<file path="config.mk">
export PLATFORM = sky130hd
export DESIGN_NAME = cdb_arbiter
export DESIGN_NICKNAME = d
export VERILOG_FILES = /design/src/rtl/cdb_arbiter.sv
export SDC_FILE = /design/constraint.sdc
export NUM_CORES = 1
export LEC_CHECK = 0
export ABC_AREA = 1
export BUFFER_PORTS_ARGS = -buffer_cell sky130_fd_sc_hd__buf_2
export CORE_MARGIN = 4
export CORE_UTILIZATION = 40
export DETAILED_ROUTE_END_ITERATION = 6
export PLACE_DENSITY = 0.83
export SYNTH_ARGS = -nofsm -noshare
export SYNTH_HDL_FRONTEND = slang
export SYNTH_SLANG_ARGS = --single-unit
</file>
<file path="constraint.sdc">
create_clock -name CLK -period 2.31 [get_ports CLK]
set_input_delay 0.693 -clock CLK [delete_from_list [all_inputs] [get_ports CLK]]
set_output_delay 0.693 -clock CLK [all_outputs]
set_load 0.05 [all_outputs]
</file>
<file path="src/rtl/cdb_arbiter.sv">
// Common Data Bus arbiter: picks one requesting functional unit per cycle and
// broadcasts its tag/result one cycle later. Define CDB_RR_EN for rotating priority.
module cdb_arbiter #(
    parameter int NUM_REQ = 4,
    parameter int TAG_W   = 6,
    parameter int SRC_W   = 2
) (
    input  logic                     CLK,
    input  logic                     RESET,
    input  logic [NUM_REQ-1:0]       REQ,
    input  logic [NUM_REQ*TAG_W-1:0] TAG_IN,
    input  logic [NUM_REQ*32-1:0]    DATA_IN,
    input  logic                     STALL_IN,
    output logic [NUM_REQ-1:0]       GRANT,
    output logic                     CDB_VALID,
    output logic [TAG_W-1:0]         CDB_TAG,
    output logic [31:0]              CDB_DATA,
    output logic [SRC_W-1:0]         CDB_SRC
);

    logic [NUM_REQ-1:0] eligible;
    logic [NUM_REQ-1:0] rotated;
    logic [SRC_W-1:0]   ptr;
    logic [SRC_W-1:0]   win_idx;
    logic               win_valid;
    int                 win_off;
    int                 win_sum;

    logic [TAG_W-1:0]   tag_arr  [NUM_REQ];
    logic [31:0]        data_arr [NUM_REQ];

    // Reset and stall both empty the eligible set, so GRANT is zero without a CDB path.
    assign eligible = (RESET || STALL_IN) ? '0 : REQ;

    // Rotating the doubled vector puts the highest-priority unit at bit 0.
    assign rotated = NUM_REQ'({eligible, eligible} >> ptr);

    // NOTE: every combinational output gets a default before any conditional
    // assignment, otherwise the untaken paths would infer latches.
    always_comb begin
        win_valid = 1'b0;
        win_off   = 0;
        for (int i = NUM_REQ - 1; i >= 0; i--) begin
            if (rotated[i]) begin
                win_valid = 1'b1;
                win_off   = i;
            end
        end
        win_sum = int'(ptr) + win_off;
        if (win_sum >= NUM_REQ) begin
            win_sum = win_sum - NUM_REQ;
        end
        win_idx = SRC_W'(win_sum);
    end

    always_comb begin
        GRANT = '0;
        if (win_valid) begin
            GRANT[win_idx] = 1'b1;
        end
    end

    always_comb begin
        for (int i = 0; i < NUM_REQ; i++) begin
            tag_arr[i]  = TAG_IN[i*TAG_W +: TAG_W];
            data_arr[i] = DATA_IN[i*32 +: 32];
        end
    end

    // NOTE: state uses non-blocking assignments; the payload registers are reset
    // too because consumers may observe CDB_TAG/CDB_DATA right after reset.
    always_ff @(posedge CLK) begin
        if (RESET) begin
            CDB_VALID <= 1'b0;
            CDB_TAG   <= '0;
            CDB_DATA  <= '0;
            CDB_SRC   <= '0;
        end else if (win_valid) begin
            CDB_VALID <= 1'b1;
            CDB_TAG   <= tag_arr[win_idx];
            CDB_DATA  <= data_arr[win_idx];
            CDB_SRC   <= win_idx;
        end else begin
            CDB_VALID <= 1'b0;
        end
    end

`ifdef CDB_RR_EN
    // Pointer moves just past the winner so the winner becomes lowest priority.
    always_ff @(posedge CLK) begin
        if (RESET) begin
            ptr <= '0;
        end else if (win_valid) begin
            ptr <= (win_idx == SRC_W'(NUM_REQ - 1)) ? '0 : win_idx + SRC_W'(1);
        end
    end
`else
    // Fixed priority: the search always starts at unit 0.
    assign ptr = '0;
`endif

endmodule

</file>
== After elaboration in Yosys (flattened, before gate mapping) ==
Cells that the tools add are included.

* $add $sub $neg: 1
* Equal/unequal tests: 0
* Bitwise gates (word level): 1
* Reduce and logical (&&, ||, !) cells: 2
* Muxes and demuxes: 20
* Shifts and indexed selects: 0
* Order comparisons: 4
* Div/mod/pow operators: 0
* Multipliers: 0

{| class="wikitable"
|+ Operators by type and width
! kind !! count
|-
| 32-bit 2-to-1 mux || 4
|-
| 32-bit binary-select mux with 2-bit select || 1
|-
| 32-bit by 4-bit greater-or-equal comparator with 1-bit output, second input constant || 1
|-
| 6-bit binary-select mux with 2-bit select || 1
|-
| 6-bit 2-to-1 mux || 2
|-
| 4-bit 2-to-1 mux || 2
|-
| 1-bit 2-to-1 mux || 6
|-
| 2-bit 2-to-1 mux || 3
|-
| 3-bit greater-or-equal comparator, second input constant || 1
|-
| 2-bit by 3-bit less-than comparator with 1-bit output, second input constant || 1
|-
| 2-bit inverter with 3-bit output || 1
|-
| 1-bit demux with 2-bit select || 1
|-
| 2-bit by 1-bit greater-or-equal comparator with 1-bit output, second input constant || 1
|-
| 2-bit by 1-bit subtractor with 2-bit output, second input constant || 1
|-
| 1-bit logical AND || 1
|-
| 1-bit logical OR || 1
|}

* Bits in registers: 41
* Memory bits (read-only): 0
* Bits in writable memories: 0
* Memories kept: 0
* Input port bits: 159
* Latch bits: 0
* Word-level logic and storage cells: 32

== Longest topological paths before layout ==
Gate-level depths: netlist of the first run.

* Depth in word-level cells: 13
* Mapped depth: 11
* Mapped depth without buffers: 10

== Least setup slack after synthesis of the first run ==
Ideal clock, no wire load.

* Kind: input -> output
* Start: input port STALL_IN
* End: output port GRANT[1]
* Arrival: 1.999 ns
* Slack: -0.382 ns
* Stages on the path: 7
* Data required time: 1.617 ns
* Cell sequence: inv_1 nand2_4 nor2_4 nand2_4 buf_4 buf_2 nor2_1

* Longest elaborated chain between the ends: 13
* Elaborated cells between the ends (all ways): 19
* Classes of those cells: add/sub: 1; order compare: 3; mux: 13; reduce/logical: 2

{| class="wikitable"
|+ Ends and longest elaborated chain
! element !! RTL line !! RTL
|-
| from (decl) || 13 || <nowiki>input logic STALL_IN,</nowiki>
|-
| 1-bit logical OR (*) || 33 || <nowiki>assign eligible = (RESET || STALL_IN) ? '0 : REQ;</nowiki>
|-
| 4-bit 2-to-1 mux (*) || 33 ||
|-
| 2-bit 2-to-1 mux (2 in series) || 44 || <nowiki>if (rotated[i]) begin</nowiki>
|-
| 32-bit 2-to-1 mux (2 in series) || 44 ||
|-
| 32-bit by 4-bit greater-or-equal comparator with 1-bit output or 2-bit by 1-bit subtractor with 2-bit output (tied branches) || 50, 51 ||
|-
| 2-bit 2-to-1 mux || 50 || <nowiki>if (win_sum >= NUM_REQ) begin</nowiki>
|-
| 2-bit by 3-bit less-than comparator with 1-bit output (implied by the code) or 2-bit by 1-bit greater-or-equal comparator with 1-bit output (tied branches) || 59 || <nowiki>GRANT[win_idx] = 1'b1;</nowiki>
|-
| 1-bit logical AND (implied by the code) || 59 ||
|-
| 1-bit 2-to-1 mux (implied by the code) || 59 ||
|-
| 1-bit demux with 2-bit select || 59 ||
|-
| 4-bit 2-to-1 mux (*) || 58 || <nowiki>if (win_valid) begin</nowiki>
|-
| to (decl) || 14 || <nowiki>output logic [NUM_REQ-1:0] GRANT,</nowiki>
|}

Mark *: on every way between the ends. The rest lies on a longest branch, timed or not.

== Final worst setup path of the first run ==
* Start: input port RESET
* End: output port GRANT[3]

* Longest elaborated chain between the ends: 13
* Elaborated cells between the ends (all ways): 19
* Classes of those cells: add/sub: 1; order compare: 3; mux: 13; reduce/logical: 2

{| class="wikitable"
|+ Ends and longest elaborated chain
! element !! RTL line !! RTL
|-
| from (decl) || 9 || <nowiki>input logic RESET,</nowiki>
|-
| 1-bit logical OR (*) || 33 ||
|-
| 4-bit 2-to-1 mux (*) || 33 ||
|-
| 2-bit 2-to-1 mux (2 in series) || 44 ||
|-
| 32-bit 2-to-1 mux (2 in series) || 44 ||
|-
| 32-bit by 4-bit greater-or-equal comparator with 1-bit output or 2-bit by 1-bit subtractor with 2-bit output (tied branches) || 50, 51 ||
|-
| 2-bit 2-to-1 mux || 50 ||
|-
| 2-bit by 3-bit less-than comparator with 1-bit output (implied by the code) or 2-bit by 1-bit greater-or-equal comparator with 1-bit output (tied branches) || 59 ||
|-
| 1-bit logical AND (implied by the code) || 59 ||
|-
| 1-bit 2-to-1 mux (implied by the code) || 59 ||
|-
| 1-bit demux with 2-bit select || 59 ||
|-
| 4-bit 2-to-1 mux (*) || 58 ||
|}

Marked as above.

==> metrics, run 1 <==
result of the run=finished, final reports clean; vias per cell=4.84; Max-cap violations=0; io pins=just over 200; Syn-to-layout area delta=39.2%; Tmin final=between 2 and 2.5 ns; die area=9300 µm²; Worst Setup End Kind=output port; vias in the first global route=roughly 4k; Setup Skew=0 ns; Internal Power=around 1300 µW; first-pass GRT wire length=16,800 µm; Total GRT Usage=22.5%; Hold Crit Class=register to register; fmax=442 MHz; arrival time worst endpoint=between 1.5 and 2 ns; initial antenna violation count=0; clk buf depth=2; Power Density=478 nW/µm²; Avg Cell Area, Syn=between 5 and 6 µm²; largest cells by area after synthesis=dfxtp_1 26%, nand2_1 19%, nand3_1 15%; GRT overflow=0; Starting Density=42.2%; worst hold start=CDB_SRC[0]; Clock Sinks=41; Synth Instances=552; final core occ=58.8%; Pre-Repair DR Iteration Count=4; largest net degree at the start of global routing=39; post-synth top area cell=dfxtp_1; Sw Ratio=39.3%; post-route ant nets=0; NetSw=816 µW; share of layout cells above drive strength 1=33.8%; endpoints failing setup=0; CP Class=input pin to output port; crit path from=RESET; post-route setup TNS=0 ns; Logic pwr share=39.4%; Site Rows=31; period utilization=97.9%; RSZ-0062 raised after global routing=no; Setup crit start kind=input pin; clock network fraction of design power=between 20% and 30%; Worst-Skew Late Latency=0.28 ns; commonest cells after routing, fill and taps aside=201 x buf_2, 157 x nand2_1, 91 x nand3_1; Post-Route WL=11,000 µm; Max Slew Vio Count=0; register share of total power=38.7%; die width=96.4 µm; Num CTS Buffers=5; Relative slew margins=slightly below 70%; via count=4,091; Least-Margin Pin Slew=0.458 ns; Syn. warnings=0; Root Driver=clkbuf_8; Req. time, crit path=roughly 1.6 ns; # hold bufs at CTS=0; commonest non-fill, non-tap cell in the layout=buf_2; drt first-iter violations=~150; dpl hpwl=8370 µm; gpl congestion=0.850; Yosys reg bits=41; VDD IR max=0.283 mV; sequential share of the synthesized area=26.2%; DRC=0; H-Tree Depth=2; distinct cell type count after synthesis=19; core area=approximately 7400 µm²; Fin Hold WS=0.472 ns; post-synth top area share=26.2%; Cell Area, Synth=3130 µm²; I/O Buffers=203; final hold violations=0; height of the chip=approximately 96 µm; Final nets=904; Post-Syn Nets=711; critical path fanouts, max=3; WL/cell=13.0 µm; n_diodes=0; CTS tree=yes; clock-pin slew on the worst setup and hold paths=~0.080 ns; Post-CTS Setup Inserts=0; worst r2r src=CDB_TAG[0]; Leakage=between 0.002 and 0.003 µW
cells in the mapped netlist:
library cell and count:
buf_6 3, buf_2 18, nor2_4 3, nand2_4 3
buf_4 4, o21ai_2 1, buf_1 1, nor2_1 69
inv_1 82, nand2_1 157, a21oi_1 15, dfxtp_1 41
nand3b_1 13, nand3_1 91, clkbuf_1 10, inv_2 4
nand3_2 10, nand2_2 1, o21ai_0 26
cell families (layout without fill, tap and decap cells):
| family | Yosys count | in the layout | synth area share [%] |
|---|---|---|---|
| compound gates | 42 | 42 | 6.84 |
| flops | 41 | 41 | 26.2 |
| simple gates | 347 | 347 | 50.4 |
| buf+inv | 122 | 316 | 16.6 |
sequential cells by signal (all words and copies together), names as in the netlist:
signal     count
CDB_SRC        2
CDB_TAG        6
CDB_DATA      32
CDB_VALID      1
worst paths after layout:
check / endpoint / slack, ns / cells past startpoint
max: GRANT[3] / 0.05 / 8
min: CDB_SRC[0] / 0.47 / 2
max reg2reg: CDB_TAG[0] / 1.65 / 2
min reg2reg: CDB_SRC[0] / 0.47 / 2
through the flow:
stage | cell area [µm²] | std cells | worst slack, ns | power [µW]
global placement | 4250 | 837 | -0.0117 | 1620
floorplan | 3150 | 552 | -0.00421 | 1350
global route | 4350 | 845 | 0.00227 | 2210
CTS | 4340 | 845 | 0.0219 | 2090
detailed placement | 4250 | 837 | -0.0292 | 1630
finish | 4350 | 845 | 0.0481 | 2080
critical path: stages:
cell and delay (ns):
buf_2 0.14, inv_2 0.08, nand2_4 0.07, nor2_4 0.11
nand2_4 0.06, buf_4 0.15, nor2_4 0.09, buf_6 0.17
routing by layer:
layer	GRT usage [%]	vias to the layer above	part of all wire, %
li1	-	2079	-
met1	26.2	1800	39
met2	40.7	198	49
met3	5.58	14	11
met4	6.78	0	1.3
met5	0	-	0
timing repair:
| item | in CTS | in global routing |
|---|---|---|
| pin swaps | 0 | 0 |
| gates resized for setup | 2 | 5 |
| endpoints found under the setup margin | 3 | 3 |
power groups by stage:
stage          combinational (µW)  clock, µW  sequential, µW
4_1_cts                       818        473             804
3_5_place_dp                  815          0             819
5_1_grt                       896        502             811
6_report                      819        454             805
2_1_floorplan                 310          0            1040
3_3_place_gp                  802          0             817
area by class of cell:
cell class | instances | area, µm²
tap | 99 | 124
fill | 743 | 3060
inverter | 86 | 327
sequential | 41 | 821
multi-input combinational | 389 | 1810
clock buffer | 8 | 80.1
timing repair buffer | 222 | 1190
(Power assumes the default switching activity.)
==> run 2, diff against run 1 <==
--- a/config.mk
+++ b/config.mk
@@ -8,9 +8,9 @@
 export ABC_AREA = 1
 export BUFFER_PORTS_ARGS = -buffer_cell sky130_fd_sc_hd__buf_2
 export CORE_MARGIN = 4
-export CORE_UTILIZATION = 40
+export CORE_UTILIZATION = 30
 export DETAILED_ROUTE_END_ITERATION = 6
-export PLACE_DENSITY = 0.83
+export PLACE_DENSITY = 0.66
 export SYNTH_ARGS = -nofsm -noshare
 export SYNTH_HDL_FRONTEND = slang
 export SYNTH_SLANG_ARGS = --single-unit
==> run 2 against run 1 <==
Compared with the run above: via count decreased by 3.4%; critical path type unchanged; cell count increased by 4.3%; sequential share of layout area decreased by 0.21 points; register-to-register slack about the same; total power increased by 1.4%; non-clock buffer count unchanged; sequential power decreased by 0.6%; highest routed layer unchanged; clock skew unchanged; largest power group unchanged; die area increased by 30%.
==> metrics, run 2 (synthesis gave the netlist of run 1 again) <==
post-route cell area=4400 µm² (+1.1%); final hold violations=0 (unchanged); CTS tree=yes; Site Rows=37 (+19%); Most flops, register=CDB_DATA; DRC=0 (unchanged); die area=12,100 µm² (+30%); Tmin final=2.25 ns (-0.0107 ns); period utilization=97.5% (-0.46 points); initial antenna violation count=0 (unchanged); Final nets=904 (unchanged); # hold bufs at CTS=0 (unchanged); Largest register FFs=32 (unchanged); clock-pin slew on the worst setup and hold paths=0.08 ns (about the same); final worst slack=0.0589 ns (+0.0107 ns); vias per cell=4.49 (-7.3%); clk buf depth=2 (unchanged); Worst-Skew Late Latency=0.28 ns (about the same); result of the run=finished, final reports clean; post-route ant nets=0 (unchanged); H-Tree Depth=2 (unchanged); Starting Density=30.6% (-12 points); WL/cell=12.7 µm (-2.3%); height of the chip=110 µm (+14%); first-pass GRT wire length=17,100 µm (+1.9%); drt first-iter violations=215 (+42%); GRT overflow=0 (unchanged); Pre-Repair DR Iteration Count=4 (unchanged); via count=3,952 (-3.4%); commonest cells after routing, fill and taps aside=201 x buf_2, 156 x nand2_1, 91 x nand3_1; final core occ=43.0% (-16 points); Worst Setup End Kind=output port; slowest stage delay, CP=0.24 ns (+0.07 ns); post-route setup TNS=0 ns (unchanged); Max-cap violations=0 (unchanged); Post-CTS Setup Inserts=0 (unchanged); die width=110 µm (+14%); CP Class=input pin to output port; endpoints failing setup=0 (unchanged); Max Slew Vio Count=0 (unchanged); post-place instance area=4300 µm² (+1.1%); Syn-to-layout area delta=40.7%; slowest stage cell, crit path=clkbuf_4; Hold Crit Class=register to register; Relative slew margins=68.2% (-1.3 points); arrival time worst endpoint=1.56 ns (about the same); commonest non-fill, non-tap cell in the layout=buf_2; largest net degree at the start of global routing=39 (unchanged); Total GRT Usage=17.8% (-4.8 points); pre-CTS setup slack=-0.0235 ns (+0.00571 ns); Power Density=479 nW/µm² (+0.27%); Least-Margin Pin Slew=0.477 ns (+0.0189 ns); vias in the first global route=3,546 (-8.8%); Regs by FF count=CDB_DATA: 32 flops, CDB_TAG: 6 flops, CDB_SRC: 2 flops; fillers=1,173 (+58%); Setup Skew=0 ns (unchanged); Post-Route WL=11,200 µm (+1.9%); io pins=204 (unchanged); fmax=444 MHz (+0.48%); dpl hpwl=8380 µm (about the same); Clock Sinks=41 (unchanged); Num CTS Buffers=5 (unchanged); Leakage=0.00265 µW (about the same); gpl congestion=0.802 (-5.6%); Req. time, crit path=1.62 ns (about the same); Critical Path, Cell by Cell=buf_2 -> inv_2 -> nand2_4 -> nor2_4 -> nand2_4 -> nor2_4 -> clkbuf_4; n_diodes=0 (unchanged); share of layout cells above drive strength 1=34.1% (+0.31 points); VDD IR max=0.228 mV (-19%); I/O Buffers=203 (unchanged); Root Driver=clkbuf_8; core area=10,200 µm² (+38%); Setup crit start kind=input pin; critical path fanouts, max=6 (+3)
-- run 2: repair_timing --
action,4_1_cts,5_1_grt
resized for setup,1,4
endpoints found under the setup margin,1,3
endpoints found under the hold margin,0,0
-- run 2: cell type report --
type / instances / area (µm²) / share of cell area, %
clock buffer: 7 / 86.3 / 1.96
inverter: 86 / 327 / 7.42
multi-input combinational: 389 / 1800 / 40.9
sequential: 41 / 821 / 18.6
tap: 136 / 170 / 3.87
timing repair buffer: 222 / 1200 / 27.2
-- run 2: final timing paths --
| kind | startpoint | end | slack [ns] | cells past startpoint |
|---|---|---|---|---|
| setup / recovery | RESET | GRANT[3] | 0.06 | 7 |
| hold / removal | CDB_SRC[0] | CDB_SRC[0] | 0.48 | 2 |
| setup reg to reg | CDB_DATA[0] | CDB_DATA[0] | 1.64 | 2 |
| hold reg to reg | CDB_SRC[0] | CDB_SRC[0] | 0.48 | 2 |
-- run 2: metrics by stage --
stage | power (µW) | std cells | hold WS (ns)
5_1_grt | 2260 | 881 | 0.497
3_5_place_dp | 1640 | 874 | 0.459
4_1_cts | 2140 | 881 | 0.476
6_report | 2110 | 881 | 0.481
3_3_place_gp | 1630 | 874 | 0.478
2_1_floorplan | 1350 | 552 | 0.675
-- run 2: critical path: cells and delay by family --
kind	cells	cell delay, ns
buffers and inverters	3	0.45
AND/OR/NAND/NOR	4	0.41
-- run 2: power by group --
part           switching, µW  total (µW)  internal, µW  leakage (µW)
combinational            542         817           275       0.00227
clock                    252         490           238     0.0000443
sequential              28.4         800           772      0.000339
-- run 2: routing by layer --
layer	share of wire (%)	routed length, µm	GRT usage (%)
met1	42	4660	22.0
met2	48	5340	30.5
met3	9.4	1050	5.13
met4	1.1	128	4.05
met5	0	0	0
==> run 3, diff against run 2 <==
--- a/config.mk
+++ b/config.mk
@@ -6,7 +6,7 @@
 export NUM_CORES = 1
 export LEC_CHECK = 0
 export ABC_AREA = 1
-export BUFFER_PORTS_ARGS = -buffer_cell sky130_fd_sc_hd__buf_2
+export BUFFER_PORTS_ARGS = -buffer_cell sky130_fd_sc_hd__buf_4
 export CORE_MARGIN = 4
 export CORE_UTILIZATION = 30
 export DETAILED_ROUTE_END_ITERATION = 6
==> run 3 against run 2 <==
Compared with the run above: clock power decreased by 2%; die area unchanged; via count is 2.7% higher; maximum frequency down 0.48%; sequential cell count unchanged; clock-buffer cell count unchanged; largest power group unchanged.
==> metrics, run 3 (synthesis gave the netlist of run 1 again) <==
result of the run=finished, final reports clean; Relative slew margins=69.8% (+1.6 points); Final nets=901 (-0.33%); commonest cells after routing, fill and taps aside=218 x buf_4, 157 x nand2_1, 91 x nand3_1; clk buf depth=2 (unchanged); Tmin final=2.26 ns (+0.0108 ns); Syn-to-layout area delta=55.5%; Hold Crit Class=register to register; DRC=0 (unchanged); Site Rows=37 (unchanged); largest net degree at the start of global routing=39 (unchanged); Regs by FF count=CDB_DATA: 32 flops, CDB_TAG: 6 flops, CDB_SRC: 2 flops; clock-pin slew on the worst setup and hold paths=0.08 ns (about the same); H-Tree Depth=2 (unchanged); Reg-to-Reg End=CDB_SRC[1]; CTS tree=yes; I/O Buffers=203 (unchanged); drt first-iter violations=230 (+7.0%); arrival time worst endpoint=1.57 ns (about the same); VDD IR max=0.204 mV (-11%); GRT overflow=0 (unchanged); Root Driver=clkbuf_8; Starting Density=30.6% (unchanged); Largest register FFs=32 (unchanged); vias per cell=4.62 (+3.0%); worst hold start=CDB_SRC[0]; pre-CTS setup slack=0.000454 ns (+0.0239 ns); Post-Route WL=11,900 µm (+6.2%); Setup Skew=0 ns (unchanged); final hold violations=0 (unchanged); period utilization=97.9% (+0.47 points); RSZ-0062 raised after global routing=no; Power Density=455 nW/µm² (-5.0%); critical path fanouts, max=6 (unchanged); Final Non-Filler Cells=878 (-0.34%); Least-Margin Pin Slew=0.453 ns (-0.0246 ns); R2R cell count=2 (unchanged); core area=10,200 µm² (unchanged); Most flops, register=CDB_DATA; first-pass GRT wire length=17,600 µm (+2.9%); die area=12,100 µm² (unchanged); endpoints failing setup=0 (unchanged); Leakage=0.00278 µW (+4.9%); Max-cap violations=0 (unchanged); gpl congestion=0.855 (+6.6%); fmax=442 MHz (-0.48%); worst r2r src=CDB_SRC[1]; register-to-register setup slack=1.57 ns (-0.07 ns); Setup crit start kind=input pin; Post-CTS Setup Inserts=0 (unchanged); Total GRT Usage=18.4% (+0.63 points); Num CTS Buffers=5 (unchanged); hold path depth=2 (unchanged); final worst slack=0.0481 ns (-0.0108 ns); final core occ=47.5% (+4.5 points); Clock Sinks=41 (unchanged); initial antenna violation count=0 (unchanged); fillers=1,069 (-8.9%); Pre-Repair DR Iteration Count=5 (+1); CP Class=input pin to output port; n_diodes=0 (unchanged); Worst-Skew Late Latency=0.28 ns (about the same); post-route setup TNS=0 ns (unchanged); Worst Setup End Kind=output port; via count=4,058 (+2.7%); Max Slew Vio Count=0 (unchanged); WL/cell=13.5 µm (+6.5%); commonest non-fill, non-tap cell in the layout=buf_4; io pins=204 (unchanged); vias in the first global route=3,738 (+5.4%); dpl hpwl=8970 µm (+7.1%); Req. time, crit path=1.62 ns (about the same); die width=110 µm (unchanged); Hold Path End=CDB_SRC[0]; share of layout cells above drive strength 1=33.7% (-0.40 points); post-route ant nets=0 (unchanged); height of the chip=110 µm (unchanged); Placed Cells=871 (-0.34%)
-- run 3: cell types whose count changed in the layout (fill, tap and decap cells not counted), sizes merged --
cell	before	now
buf	221	219
clkbuf	8	7
-- run 3: report_power, final --
part           internal, µW  total [µW]  leakage (µW)  switching [µW]
Clock                   237         480     0.0000443             242
Combinational           380         928       0.00240             548
Sequential              772         805      0.000339            33.0
-- run 3: timing repair --
action                                  4_1_cts  5_1_grt
endpoints found under the setup margin        1        1
gates cloned                                  0        0
hold endpoints to repair                      0        0
hold buffers                                  0        0
gates resized for setup                       1        1
-- run 3: layout make-up --
type	count	area, µm²	area share (%)
Tap cell	136	170	3.50
Inverter	86	327	6.71
Multi-Input combinational cell	389	1800	37.1
Sequential cell	41	821	16.9
Clock buffer	7	86.3	1.77
Timing Repair Buffer	219	1660	34.1
-- run 3: stage by stage --
step	instance area (µm²)	hold slack, ns	total power [µW]
floorplan	3150	0.675	1350
global placement	4770	0.495	1740
detailed placement	4770	0.488	1750
CTS	4860	0.507	2250
global route	4860	0.540	2350
finish	4860	0.509	2210
-- run 3: worst max-delay path by stage --
stage,from,end,slack [ns],depth (start not counted)
after floorplan,STALL_IN,GRANT[1],-0.004,7
after global placement,RESET,GRANT[2],0.06,8
after detailed placement,RESET,GRANT[2],0.0005,8
after CTS,STALL_IN,GRANT[2],0.03,8
after global routing,RESET,GRANT[3],0.004,7
final,STALL_IN,GRANT[3],0.05,7
-- run 3: layer usage --
layer  vias up  share of wire (%)  global-route usage [%]
li1       2076                  -                       -
met1      1800                 40                    21.9
met2       170                 49                    32.7
met3        12                9.4                    5.01
met4         0                1.2                    4.66
met5         -                  0                       0
-- run 3: worst max-delay path: stages --
cell and delay (ns):
buf_4 0.12, inv_1 0.09, nand2_4 0.08, nor2_4 0.12
nand2_4 0.11, nor2_4 0.14, buf_4 0.21
